==> config.mk <==
export PLATFORM = sky130hd
export DESIGN_NAME = mfe_led7seg_74hc595_receiver
export DESIGN_NICKNAME = d
export VERILOG_FILES = /design/src/rtl/mfe_led7seg_74hc595_receiver.sv
export SDC_FILE = /design/constraint.sdc
export NUM_CORES = 1
export LEC_CHECK = 0
export ABC_CLOCK_PERIOD_IN_PS = 2600
export BUFFER_PORTS_ARGS = -buffer_cell sky130_fd_sc_hd__buf_2
export CAP_MARGIN = 20
export CORE_ASPECT_RATIO = 0.5
export CORE_MARGIN = 2
export CORE_UTILIZATION = 54
export CTS_CLUSTER_SIZE = 16
export DETAILED_ROUTE_END_ITERATION = 16
export PLACE_DENSITY = 0.78
export SYNTH_ARGS = -nofsm -noshare
export SYNTH_HDL_FRONTEND = slang
export SYNTH_SLANG_ARGS = --single-unit
==> constraint.sdc <==
create_clock -name clk -period 2.6 [get_ports clk]
set_input_delay 0.65 -clock clk [delete_from_list [all_inputs] [get_ports clk]]
set_output_delay 0.65 -clock clk [all_outputs]
set_load 0.02 [all_outputs]
==> src/rtl/mfe_led7seg_74hc595_receiver.sv <==
// Far-end model of the 74HC595 chain driven by the 7-segment controller.
// Shifts DIO in on SCLK rising edges and latches the frame on RCLK rising edges.
// Each latched word is presented with a one-cycle valid pulse and a frame-error flag.
// Good frames also refresh a per-digit segment frame buffer.
module mfe_led7seg_74hc595_receiver #(
  parameter int DIG_NUM   = 8,
  parameter int SEG_NUM   = 8,
  parameter int DAT_WIDTH = 16,
  parameter int CNT_WIDTH = 5
) (
  input  logic                         clk,
  input  logic                         rst,
  input  logic                         sclk,
  input  logic                         rclk,
  input  logic                         dio,
  output logic [DAT_WIDTH-1:0]         dat,
  output logic                         vld,
  output logic                         err,
  output logic [DIG_NUM*SEG_NUM-1:0]   seg_buf
);

  localparam logic [CNT_WIDTH-1:0] CNT_MAX   = '1;
  localparam logic [CNT_WIDTH-1:0] FRAME_LEN = CNT_WIDTH'(DAT_WIDTH);

  // _p0/_p1 form the synchronizer; _p2 is the edge-detect delay.
  logic sclk_p0, sclk_p1, sclk_p2;
  logic rclk_p0, rclk_p1, rclk_p2;
  logic dio_p0, dio_p1;

  logic                 sclk_rise;
  logic                 rclk_rise;
  logic                 frame_bad;
  logic [DAT_WIDTH-1:0] sreg;
  logic [CNT_WIDTH-1:0] bit_cnt;

  // Overwrite the segment field of every digit selected in a latched word.
  function automatic logic [DIG_NUM*SEG_NUM-1:0] seg_merge(
    input logic [DIG_NUM*SEG_NUM-1:0] cur,
    input logic [DAT_WIDTH-1:0]       word
  );
    logic [DIG_NUM*SEG_NUM-1:0] res;
    res = cur;
    for (int d = 0; d < DIG_NUM; d++) begin
      if (word[DAT_WIDTH-DIG_NUM+d]) res[d*SEG_NUM +: SEG_NUM] = word[SEG_NUM-1:0];
    end
    return res;
  endfunction

  // Synchronize the link lines.
  // The clock lines reset high, so a line that idles high produces no edge after reset.
  always_ff @(posedge clk or negedge rst) begin
    if (!rst) begin
      sclk_p0 <= 1'b1;
      sclk_p1 <= 1'b1;
      sclk_p2 <= 1'b1;
      rclk_p0 <= 1'b1;
      rclk_p1 <= 1'b1;
      rclk_p2 <= 1'b1;
      dio_p0  <= 1'b0;
      dio_p1  <= 1'b0;
    end else begin
      sclk_p0 <= sclk;
      sclk_p1 <= sclk_p0;
      sclk_p2 <= sclk_p1;
      rclk_p0 <= rclk;
      rclk_p1 <= rclk_p0;
      rclk_p2 <= rclk_p1;
      dio_p0  <= dio;
      dio_p1  <= dio_p0;
    end
  end

  // --- edge detect on synchronized lines ---
  assign sclk_rise = sclk_p1 & ~sclk_p2;
  assign rclk_rise = rclk_p1 & ~rclk_p2;
  assign frame_bad = (bit_cnt != FRAME_LEN);

  // Shift register: MSB first; a coincident latch still sees the pre-shift contents.
  always_ff @(posedge clk or negedge rst) begin
    if (!rst) begin
      sreg <= '0;
    end else if (sclk_rise) begin
      sreg <= {sreg[DAT_WIDTH-2:0], dio_p1};
    end
  end

  // Bit counter: saturating; a coincident shift counts as bit 1 of the next frame.
  always_ff @(posedge clk or negedge rst) begin
    if (!rst) begin
      bit_cnt <= '0;
    end else if (rclk_rise) begin
      bit_cnt <= sclk_rise ? CNT_WIDTH'(1) : '0;
    end else if (sclk_rise && (bit_cnt != CNT_MAX)) begin
      bit_cnt <= bit_cnt + CNT_WIDTH'(1);
    end
  end

  // Latch: present the frame with its valid pulse and length check.
  // err is forced low outside the pulse.
  always_ff @(posedge clk or negedge rst) begin
    if (!rst) begin
      dat <= '0;
      vld <= 1'b0;
      err <= 1'b0;
    end else begin
      vld <= rclk_rise;
      err <= rclk_rise & frame_bad;
      if (rclk_rise) dat <= sreg;
    end
  end

  // Frame buffer: only frames of the correct length update the selected digits.
  always_ff @(posedge clk or negedge rst) begin
    if (!rst) begin
      seg_buf <= '0;
    end else if (rclk_rise && !frame_bad) begin
      seg_buf <= seg_merge(seg_buf, sreg);
    end
  end

endmodule

==> results of run 1 <==
## synth_stat cells
library cell  instances  area, sq um
dfstp_2               6          158
nand2b_1              2         12.5
or3_1                 1         6.26
mux2_2               63          709
and4bb_2              1         12.5
dfrtp_1             105         2630
or3b_1                1         8.76
o21ai_0               1         5.00
buf_2                12         60.1
ha_1                  3         37.5
inv_1                 3         11.3
mux2i_1               2         20.0
nand3_1               2         10.0
nand2_1              48          180
nor2_1                4         15.0
and3_1                9         56.3
buf_1                 1         3.75
mux2_1               17          191
a21oi_1               1         5.00
xnor2_1               1         8.76
and4bb_4              1         16.3
o221ai_1              1         8.76
clkbuf_1             11         41.3
## layout make-up
class	count	area share, %
tap	96	2.41
sequential	111	56.0
multi-input combinational	158	26.2
clock buffer	16	5.46
inverter	3	0.226
timing repair buffer	91	9.71
## through the flow
| stage | instance area [sq um] | hold slack [ns] | power [mW] | instances | setup WS [ns] |
|---|---|---|---|---|---|
| global placement | 4700 | 0.337 | 2.70 | 459 | 0.630 |
| detailed placement | 4700 | 0.346 | 2.74 | 459 | 0.494 |
| finish | 4970 | 0.304 | 3.95 | 475 | 0.459 |
| floorplan | 4210 | 0.331 | 2.46 | 296 | 0.642 |
| global route | 4970 | 0.346 | 4.15 | 475 | 0.374 |
| CTS | 4970 | 0.315 | 3.99 | 475 | 0.478 |
## cells by family (layout without fill, tap and decap cells)
logic type	Yosys count	in the layout	share of synthesized area, %
xor gates and xnor gates	1	1	0.208
buffers and inverters	27	110	2.77
muxes	82	82	21.9
AOI/OAI and AO/OA	3	3	0.446
adders and majority gates	3	3	0.893
DFF	111	111	66.2
and+or+nand+nor	69	69	7.56
## worst min-delay path by stage
stage             endpoint  cells after the start
6_report       seg_buf[18]                      1
5_1_grt         seg_buf[1]                      1
4_1_cts         seg_buf[1]                      1
3_5_place_dp        dio_p1                      0
3_3_place_gp        dio_p1                      0
2_1_floorplan       dio_p1                      0
## layout by cell type, fill, tap and decap left out, types with 2 or more instances in the layout
| master | Yosys | routed |
|---|---|---|
| buf_2 | 12 | 85 |
| nor2_1 | 4 | 4 |
| and3_1 | 9 | 9 |
| mux2_1 | 17 | 17 |
| inv_1 | 3 | 3 |
| mux2_2 | 63 | 63 |
| dfrtp_1 | 105 | 105 |
| clkbuf_8 | 0 | 2 |
| clkbuf_1 | 11 | 5 |
| nand3_1 | 2 | 2 |
| clkbuf_16 | 0 | 9 |
| nand2_1 | 48 | 48 |
| dfstp_2 | 6 | 6 |
| mux2i_1 | 2 | 2 |
| ha_1 | 3 | 3 |
| nand2b_1 | 2 | 2 |
| buf_4 | 0 | 5 |
## where the power goes
group	leakage, nW	internal (mW)	total (mW)	switching (mW)
logic	1.21	0.200	0.472	0.273
clock network	0.131	0.705	1.25	0.544
registers	1.48	1.93	2.23	0.301
total	2.82	2.83	3.95	1.12
## layer usage
metal  wire length (microns)  share of wire (%)
met1                    3870                 45
met2                    4280                 49
met3                     475                5.5
met4                      38               0.44
met5                       0                  0
## registers in the layout (all words and copies together), names as in the netlist
name / cells
rclk_p0: 1
vld: 1
bit_cnt: 5
err: 1
rclk_p2: 1
dio_p0: 1
dat: 16
dio_p1: 1
sclk_p1: 1
sclk_p2: 1
rclk_p1: 1
sreg: 16
seg_buf: 64
sclk_p0: 1
## critical path: stages (launching register included)
cell     delay (ns)
dfrtp_1        0.43
ha_1           0.25
and3_1         0.19
ha_1           0.20
or3b_1         0.48
or3_1          0.38
a21oi_1        0.15
==> reports/results.ini, run 1 <==
[layout]
nFillCells = 532
layout-drive-gt1-share_pct = 45.6
fin_util_pct = 66.9
num_antenna_cells = 0
ff_latch_area_sq_um = 2790
area_growth_pct = 18.3
finalNetCount = 382
multi_input_area_sq_um = 1300

[route]
vias_per_cell = 5.32
wl_microns = 8660
wl_per_cell_microns = 18.2
via_count = 2527
drtIter0Drc = 118
post-route-drc-count = 0
firstDrtPassIters = 4
postRouteAntennaNets = 0

[grt]
grt_pass1_wl_microns = 13900
grt.overflow.total = 0
track_usage_pct = 22.3
grt_busiest_layer = met2
grt_antenna_before_repair = 0
met1_usage_pct = 30.1
met2_usage_pct = 35.8
first_global_vias = 2611
grtUsageMet3_pct = 7.93
grt_max_degree = 46

[clocking]
cts_tree = done
numCtsBuffers = 9
cts_buffer_depth = 2
cts_resized = 0
clk_latency_ns = 0.34
holdBufCountCts = 0
clk_pin_slew_ns = 0.06
cts_sinks = 111
post_cts_buffers = 0
ctsRootBufferMaster = clkbuf_16
htreeDepth = 3

[synthesis]
syn-num-nets = 304
synth.distinct_cells = 23
synth-seq-cells = 111
synthCells = 296
synth_area_sq_um = 4210
ys_warn_count = 0
ys_seq_area_share_pct = 66.2
syn_avg_cell_area_sq_um = 14.2

[sta]
slew_viol_final = 0
setup-tns-final_ns = 0
final.period_utilization_pct = 82.4
rsz0062_at_grt = no
tightest_slew_ns = 0.814
hold_viol_final = 0
max-slew-margin-rel_pct = 45.7
max_freq_ghz = 0.467
setup_viol = 0
post-route-min-period_ns = 2.14
skew_ns = 0.00512

[worst_setup_path]
crit_path_start = bit_cnt[0]
r2r_start = bit_cnt[0]
r2r-end = bit_cnt[3]
worstPathMaxFanout = 6
critPathRequiredTime_ns = 2.86
r2r_slack_ns = 0.46
cp.arrival_ns = 2.40
crit_path_end_kind = register
reg2reg_depth = 6
critPathLaunchType = register
worstSetupPathType = register to register
crit_end = bit_cnt[3]

[job]
maxCapViolCount = 0

[pwr]
peakVddDrop_mv = 0.359
powerDensity_nw_per_um2 = 794
cellLeakagePower_nw = 2.82

[status]
status = completed

[floorplan]
die_x_microns = 129
io_pins = 87
initial_core_util_pct = 56.6
coreArea_sq_um = 7430
die_h_microns = 66.4
dieArea_sq_um = 8550
rows = 22

[min_path]
hold_path_class = primary input to async pin

[placed_design]
dp_hpwl_microns = 5880
portBuffers = 86
gp_congestion = 0.769

(Power assumes the default switching activity.)
==> inputs of run 2 (changes only) <==
--- a/config.mk
+++ b/config.mk
@@ -5,15 +5,15 @@
 export SDC_FILE = /design/constraint.sdc
 export NUM_CORES = 1
 export LEC_CHECK = 0
-export ABC_CLOCK_PERIOD_IN_PS = 2600
+export ABC_CLOCK_PERIOD_IN_PS = 1740
 export BUFFER_PORTS_ARGS = -buffer_cell sky130_fd_sc_hd__buf_2
 export CAP_MARGIN = 20
 export CORE_ASPECT_RATIO = 0.5
 export CORE_MARGIN = 2
-export CORE_UTILIZATION = 54
+export CORE_UTILIZATION = 49
 export CTS_CLUSTER_SIZE = 16
 export DETAILED_ROUTE_END_ITERATION = 16
-export PLACE_DENSITY = 0.78
+export PLACE_DENSITY = 0.74
 export SYNTH_ARGS = -nofsm -noshare
 export SYNTH_HDL_FRONTEND = slang
 export SYNTH_SLANG_ARGS = --single-unit
==> constraint.sdc (replaced) <==
create_clock -name clk -period 1.74 [get_ports clk]
set_input_delay 0.435 -clock clk [delete_from_list [all_inputs] [get_ports clk]]
set_output_delay 0.435 -clock clk [all_outputs]
set_load 0.02 [all_outputs]
==> run 2 against run 1 <==
  * The flow now finishes with violations (negative setup slack)
  * Via count up 1.7%
  * Core utilization down 1.8 points
  * Cell count up 6.3%
  * Routed wire length up 4.4%
  * Global-route usage down 1.4 points
  * Final area up 7.1%
  * Power up 55%
  * Hold slack worse by 0.27 ns
  * Register-to-register slack worse by 0.56 ns
  * Sequential cell count unchanged
  * Critical endpoint unchanged
==> reports/results.ini, run 2 (synthesis gave the netlist of run 1 again) <==
[status]
status = finished, violations left
violations = negative setup slack

[pwr]
powerDensity_nw_per_um2 = 1150  ; +45%
power.internal_mw = 4.39  ; +55%
p_switching_mw = 1.73  ; +55%
seqPwrFrac_pct = 54.5  ; -2.0 points
power_frac_comb_pct = 12.4  ; +0.4 points
p_sw_share_pct = 28.3  ; about the same
pwr-share-clk_pct = 33.2  ; +1.6 points
peakVddDrop_mv = 0.536  ; +49%
cellLeakagePower_nw = 2.92  ; +3.4%

[route]
wl_microns = 9040  ; +4.4%
vias_per_cell = 5.09  ; -4.4%
drtIter0Drc = 147  ; +25%
wl_per_cell_microns = 17.9  ; -1.8%
firstDrtPassIters = 4  ; unchanged
postRouteAntennaNets = 0  ; unchanged
post-route-drc-count = 0  ; unchanged
via_count = 2569  ; +1.7%

[job]
maxCapViolCount = 0  ; unchanged

[sta]
setup-tns-final_ns = -1.18  ; -1.18 ns
setup_ws_ns = -0.105  ; -0.563 ns
hold_viol_final = 0  ; unchanged
post-route-min-period_ns = 1.84  ; -0.297 ns
rsz0062_at_grt = yes
final.period_utilization_pct = 106  ; +24 points
skew_ns = 0.00485  ; -0.000269 ns
tightest_slew_ns = 0.492  ; -0.322 ns
max_freq_ghz = 0.542  ; +16%
slew_viol_final = 0  ; unchanged
setup_viol = 60  ; +60
max-slew-margin-rel_pct = 67.2  ; +21 points
holdWs_ns = 0.0338  ; -0.270 ns

[min_path]
hold_path_class = primary input to async pin

[placed_design]
dp_cells = 487  ; +6.1%
dp_hpwl_microns = 6190  ; +5.3%
pre_cts_ws_ns = -0.132  ; -0.626 ns
gp_congestion = 0.731  ; -5.0%
portBuffers = 86  ; unchanged

[layout]
layout_common_cells = 105 x dfrtp_1, 85 x buf_2, 63 x mux2_2, 48 x nand2_1, 14 x mux2_1
layout-drive-gt1-share_pct = 53.7  ; +8.0 points
fin_util_pct = 65.2  ; -1.8 points
num_antenna_cells = 0  ; unchanged
reg.largest.list = seg_buf (64), dat (16), sreg (16)
largest_reg_flops = 64  ; unchanged
largest-register = seg_buf
final_cells = 505  ; +6.3%
area_growth_pct = 26.7
finalNetCount = 397  ; +3.9%
final_common_cell = dfrtp_1

[floorplan]
dieArea_sq_um = 9380  ; +9.7%
io_pins = 87  ; unchanged
die_h_microns = 69.5  ; +4.7%
die_x_microns = 135  ; +4.8%
rows = 23  ; +4.5%
coreArea_sq_um = 8170  ; +10%
initial_core_util_pct = 51.5  ; -5.1 points

[worst_setup_path]
worstPathMaxFanout = 3  ; -3
critPathLaunchType = register
crit_path_end_kind = register
cp.arrival_ns = 2.11  ; -0.29 ns
critPathRequiredTime_ns = 2.00  ; -0.86 ns
worstSetupPathType = register to register

[clocking]
clk_latency_ns = 0.34  ; about the same
htreeDepth = 3  ; unchanged
ctsRootBufferMaster = clkbuf_16
cts_sinks = 111  ; unchanged
numCtsBuffers = 9  ; unchanged
clk_pin_slew_ns = 0.07  ; about the same
cts_buffer_depth = 2  ; unchanged
cts_tree = done
holdBufCountCts = 0  ; unchanged

[grt]
first_global_vias = 2756  ; +5.6%
grt.overflow.total = 0  ; unchanged
grt_pass1_wl_microns = 14700  ; +5.6%
grt_antenna_before_repair = 0  ; unchanged
track_usage_pct = 20.9  ; -1.4 points
grt_max_degree = 44  ; -4.3%

## run 2: cell types whose count changed in the layout (fill, tap and decap cells not counted), sizes merged
| cell | delta |
|---|---|
| clkinv | +3 |
| buf | +14 |
| bufinv | +1 |
| clkbuf | -5 |
| and4bb | +1 |
## run 2: per-stage QoR
step                      instance area, sq um  total power [mW]
after floorplan                           4230              3.68
after global placement                    4930              4.04
after detailed placement                  4930              4.11
after CTS                                 5310              6.17
after global routing                      5330              6.39
final                                     5330              6.12
## run 2: area by class of cell
class	count	area [sq um]
Timing Repair Buffer	105	688
Fill cell	619	2850
Sequential cell	111	2790
Tap cell	112	140
Inverter	3	11.3
Clock inverter	4	45.0
Multi-Input combinational cell	159	1400
Clock buffer	11	253
## run 2: metal layers
metal | global-route usage (%) | vias to the layer above | wire (microns)
met4 | 7.29 | 0 | 147
met3 | 6.29 | 15 | 336
li1 | - | 1181 | -
met1 | 26.7 | 1315 | 4180
met2 | 34.2 | 58 | 4380
met5 | 0 | - | 0
## run 2: power groups by stage
stage | Clock, mW | Combinational [mW] | Sequential (mW)
floorplan | 0 | 0.439 | 3.24
global placement | 0 | 0.706 | 3.34
detailed placement | 0 | 0.744 | 3.37
CTS | 2.08 | 0.756 | 3.33
global route | 2.17 | 0.828 | 3.39
finish | 2.03 | 0.756 | 3.33
## run 2: worst paths after layout
kind                            startpoint     endpoint  slack [ns]  cells after the start
worst max-delay path            bit_cnt[0]   bit_cnt[3]       -0.10                      6
worst min-delay path                   rst  seg_buf[20]        0.03                      1
worst max register to register  bit_cnt[0]   bit_cnt[3]       -0.10                      6
worst min register to register     sclk_p0      sclk_p1        0.36                      0
max in group asynchronous              rst      rclk_p0        1.06                      2
min in group clk                      sclk      sclk_p0        0.19                      1
## run 2: timing repair
action / CTS / global route
gates resized for setup: 13 / 5
endpoints found under the setup margin: 68 / 68
setup buffers: 2 / 1
endpoints found under the hold margin: 0 / 0
pin swaps: 2 / 1
gates cloned: 1 / 0
## run 2: worst max-delay path, stage by stage (launching register included)
cell and delay (ns):
dfrtp_1 0.40, ha_2 0.20, and3_4 0.19, ha_4 0.15
or3b_4 0.39, or3_1 0.31, a21oi_1 0.14
==> inputs of run 3 (changes only) <==
--- a/config.mk
+++ b/config.mk
@@ -6,14 +6,15 @@
 export NUM_CORES = 1
 export LEC_CHECK = 0
 export ABC_CLOCK_PERIOD_IN_PS = 1740
-export BUFFER_PORTS_ARGS = -buffer_cell sky130_fd_sc_hd__buf_2
 export CAP_MARGIN = 20
 export CORE_ASPECT_RATIO = 0.5
 export CORE_MARGIN = 2
-export CORE_UTILIZATION = 49
+export CORE_UTILIZATION = 55
 export CTS_CLUSTER_SIZE = 16
 export DETAILED_ROUTE_END_ITERATION = 16
-export PLACE_DENSITY = 0.74
+export DONT_BUFFER_PORTS = 1
+export PLACE_DENSITY = 0.72
+export SLEW_MARGIN = 20
 export SYNTH_ARGS = -nofsm -noshare
 export SYNTH_HDL_FRONTEND = slang
 export SYNTH_SLANG_ARGS = --single-unit
==> run 3 against run 2 <==
  * The run ends with negative hold slack, negative setup slack left
  * Via count decreased by 12%
  * Core utilization increased by 1.4 points
  * Routed wire length decreased by 7.3%
  * Register-to-register slack got worse by 0.04 ns
  * Setup slack got worse by 0.037 ns
  * First-iteration DRC count increased by 17%
  * Critical path depth unchanged
  * Clock power decreased by 2%
  * Clock skew increased by 0.0026 ns
==> reports/results.ini, run 3 (synthesis gave the netlist of run 1 again) <==
[grt]
grt_antenna_before_repair = 0  ; unchanged
grt_pass1_wl_microns = 13300  ; -9.3%
track_usage_pct = 21.7  ; +0.76 points
grt_max_degree = 112  ; +150%
first_global_vias = 2456  ; -11%
grt.overflow.total = 0  ; unchanged

[layout]
layout-drive-gt1-share_pct = 43.5  ; -10 points
final_common_cell = dfrtp_1
largest_reg_flops = 64  ; unchanged
area_growth_pct = 16.7
nFillCells = 540  ; -13%
fin_area_sq_um = 4910  ; -7.8%
final_cells = 409  ; -19%
multi_input_area_sq_um = 1440  ; +2.7%
num_antenna_cells = 0  ; unchanged
ff_latch_area_sq_um = 2790  ; unchanged
largest-register = seg_buf
reg.largest.list = seg_buf (64), dat (16), sreg (16)
layout_common_cells = 105 x dfrtp_1, 58 x mux2_2, 48 x nand2_1, 14 x mux2_4, 12 x buf_4
finalNetCount = 316  ; -20%

[placed_design]
portBuffers = 0  ; -100%
dp_hpwl_microns = 5640  ; -8.9%
placed_cell_area_sq_um = 4430  ; -10%
dp_cells = 390  ; -20%
gp_congestion = 0.775  ; +6.1%

[worst_setup_path]
cp.arrival_ns = 2.15  ; +0.04 ns
crit_path_end_kind = register
crit_path_top_delay_cell = dfrtp_1
worstPathMaxFanout = 3  ; unchanged
worstSetupPathType = register to register
cpLargestDelayFamily = simple AND/OR/NAND/NOR gates
critPathLaunchType = register
slowest_delay_ns = 0.42  ; +0.02 ns
cp_num_buf_inv = 0  ; unchanged
path_cells = ha_2 > and3_4 > ha_4 > or3b_4 > or3_4 > a21oi_2
critPathRequiredTime_ns = 2.01  ; about the same

[clocking]
cts_tree = done
cts_buffer_depth = 2  ; unchanged
cts_sinks = 111  ; unchanged
clk_pin_slew_ns = 0.07  ; about the same
ctsRootBufferMaster = clkbuf_16
numCtsBuffers = 9  ; unchanged
clk_latency_ns = 0.34  ; about the same
htreeDepth = 3  ; unchanged

[pwr]
peakVddDrop_mv = 0.548  ; +2.4%
cellLeakagePower_nw = 2.46  ; -16%
powerDensity_nw_per_um2 = 1200  ; +4.4%
total_power_mw = 5.89  ; -3.8%

[min_path]
hold_path_class = primary input to async pin

[job]
maxCapViolCount = 0  ; unchanged

[sta]
post-route-min-period_ns = 1.88  ; +0.0374 ns
setup-tns-final_ns = -2.05  ; -0.865 ns
max_freq_ghz = 0.531  ; -2.0%
hold_viol_final = 111  ; +111
skew_ns = 0.00744  ; +0.00259 ns
rsz0062_at_grt = yes
slew_viol_final = 0  ; unchanged
setup_ws_ns = -0.142  ; -0.0374 ns
setup_viol = 64  ; +6.7%
holdWs_ns = -0.220  ; -0.254 ns
max-slew-margin-rel_pct = 66.1  ; -1.1 points
final.period_utilization_pct = 108  ; +2.1 points
tightest_slew_ns = 0.508  ; +0.0161 ns

[floorplan]
die_h_microns = 65.8  ; -5.3%
io_pins = 87  ; unchanged
coreArea_sq_um = 7380  ; -9.7%
initial_core_util_pct = 57.0  ; +5.6 points
rows = 22  ; -4.3%
die_x_microns = 128  ; -5.4%
dieArea_sq_um = 8400  ; -10%

[status]
status = finished, violations left
violations = negative hold slack, negative setup slack

[route]
postRouteAntennaNets = 0  ; unchanged
post-route-drc-count = 0  ; unchanged
wl_per_cell_microns = 20.5  ; +14%
vias_per_cell = 5.55  ; +9.1%
drtIter0Drc = 172  ; +17%
firstDrtPassIters = 5  ; +1
via_count = 2269  ; -12%
wl_microns = 8380  ; -7.3%

run 3: per-stage QoR:
stage,setup WS (ns),util (%),hold WS [ns]
6_report,-0.142,66.5,-0.220
5_1_grt,-0.175,66.5,-0.239
4_1_cts,-0.151,65.3,-0.232
3_5_place_dp,-0.158,60.1,0.141
3_3_place_gp,-0.0362,60.1,0.141
2_1_floorplan,-0.137,-,0.139
run 3: timing repair:
| item | 4_1_cts | 5_1_grt |
|---|---|---|
| endpoints found under the setup margin | 61 | 68 |
| gates cloned | 0 | 0 |
| pin swaps | 1 | 6 |
| gates resized for setup | 25 | 16 |
| endpoints found under the hold margin | 111 | 111 |
| buffers inserted | 0 | 3 |
run 3: layout make-up:
cell class,instances,area share [%]
repair buffers,25,5.25
clock buffers,11,4.74
well taps,96,2.45
flip-flops and latches,111,56.7
inverters,3,0.306
multi-input cells,158,29.4
clock inverters,5,1.15
run 3: power by group:
group          internal (mW)  total, mW  leakage [nW]  switching [mW]
clock                   1.12       1.99         0.140           0.875
sequential              2.88       3.49          1.48           0.610
combinational          0.237      0.403         0.843           0.165
total                   4.24       5.89          2.46            1.65
run 3: per-layer routing:
metal  track usage (%)  wire length (microns)  vias up  part of all wire (%)
met5                 0                      0        -                     0
li1                  -                      -     1018                     -
met2              33.6                   3830       70                    46
met1              29.1                   3850     1171                    46
met4              7.42                    106        0                   1.3
met3              7.28                    593       10                   7.1
run 3: final timing paths:
check                            from          to  slack [ns]  cells past startpoint
hold reg to reg                dio_p0      dio_p1        0.36                      0
hold / removal                    rst  seg_buf[0]       -0.22                      0
setup reg to reg           bit_cnt[1]  bit_cnt[3]       -0.14                      6
setup / recovery           bit_cnt[1]  bit_cnt[3]       -0.14                      6
min in group clk                 rclk     rclk_p0        0.08                      0
max in group asynchronous         rst     sclk_p1        1.73                      0
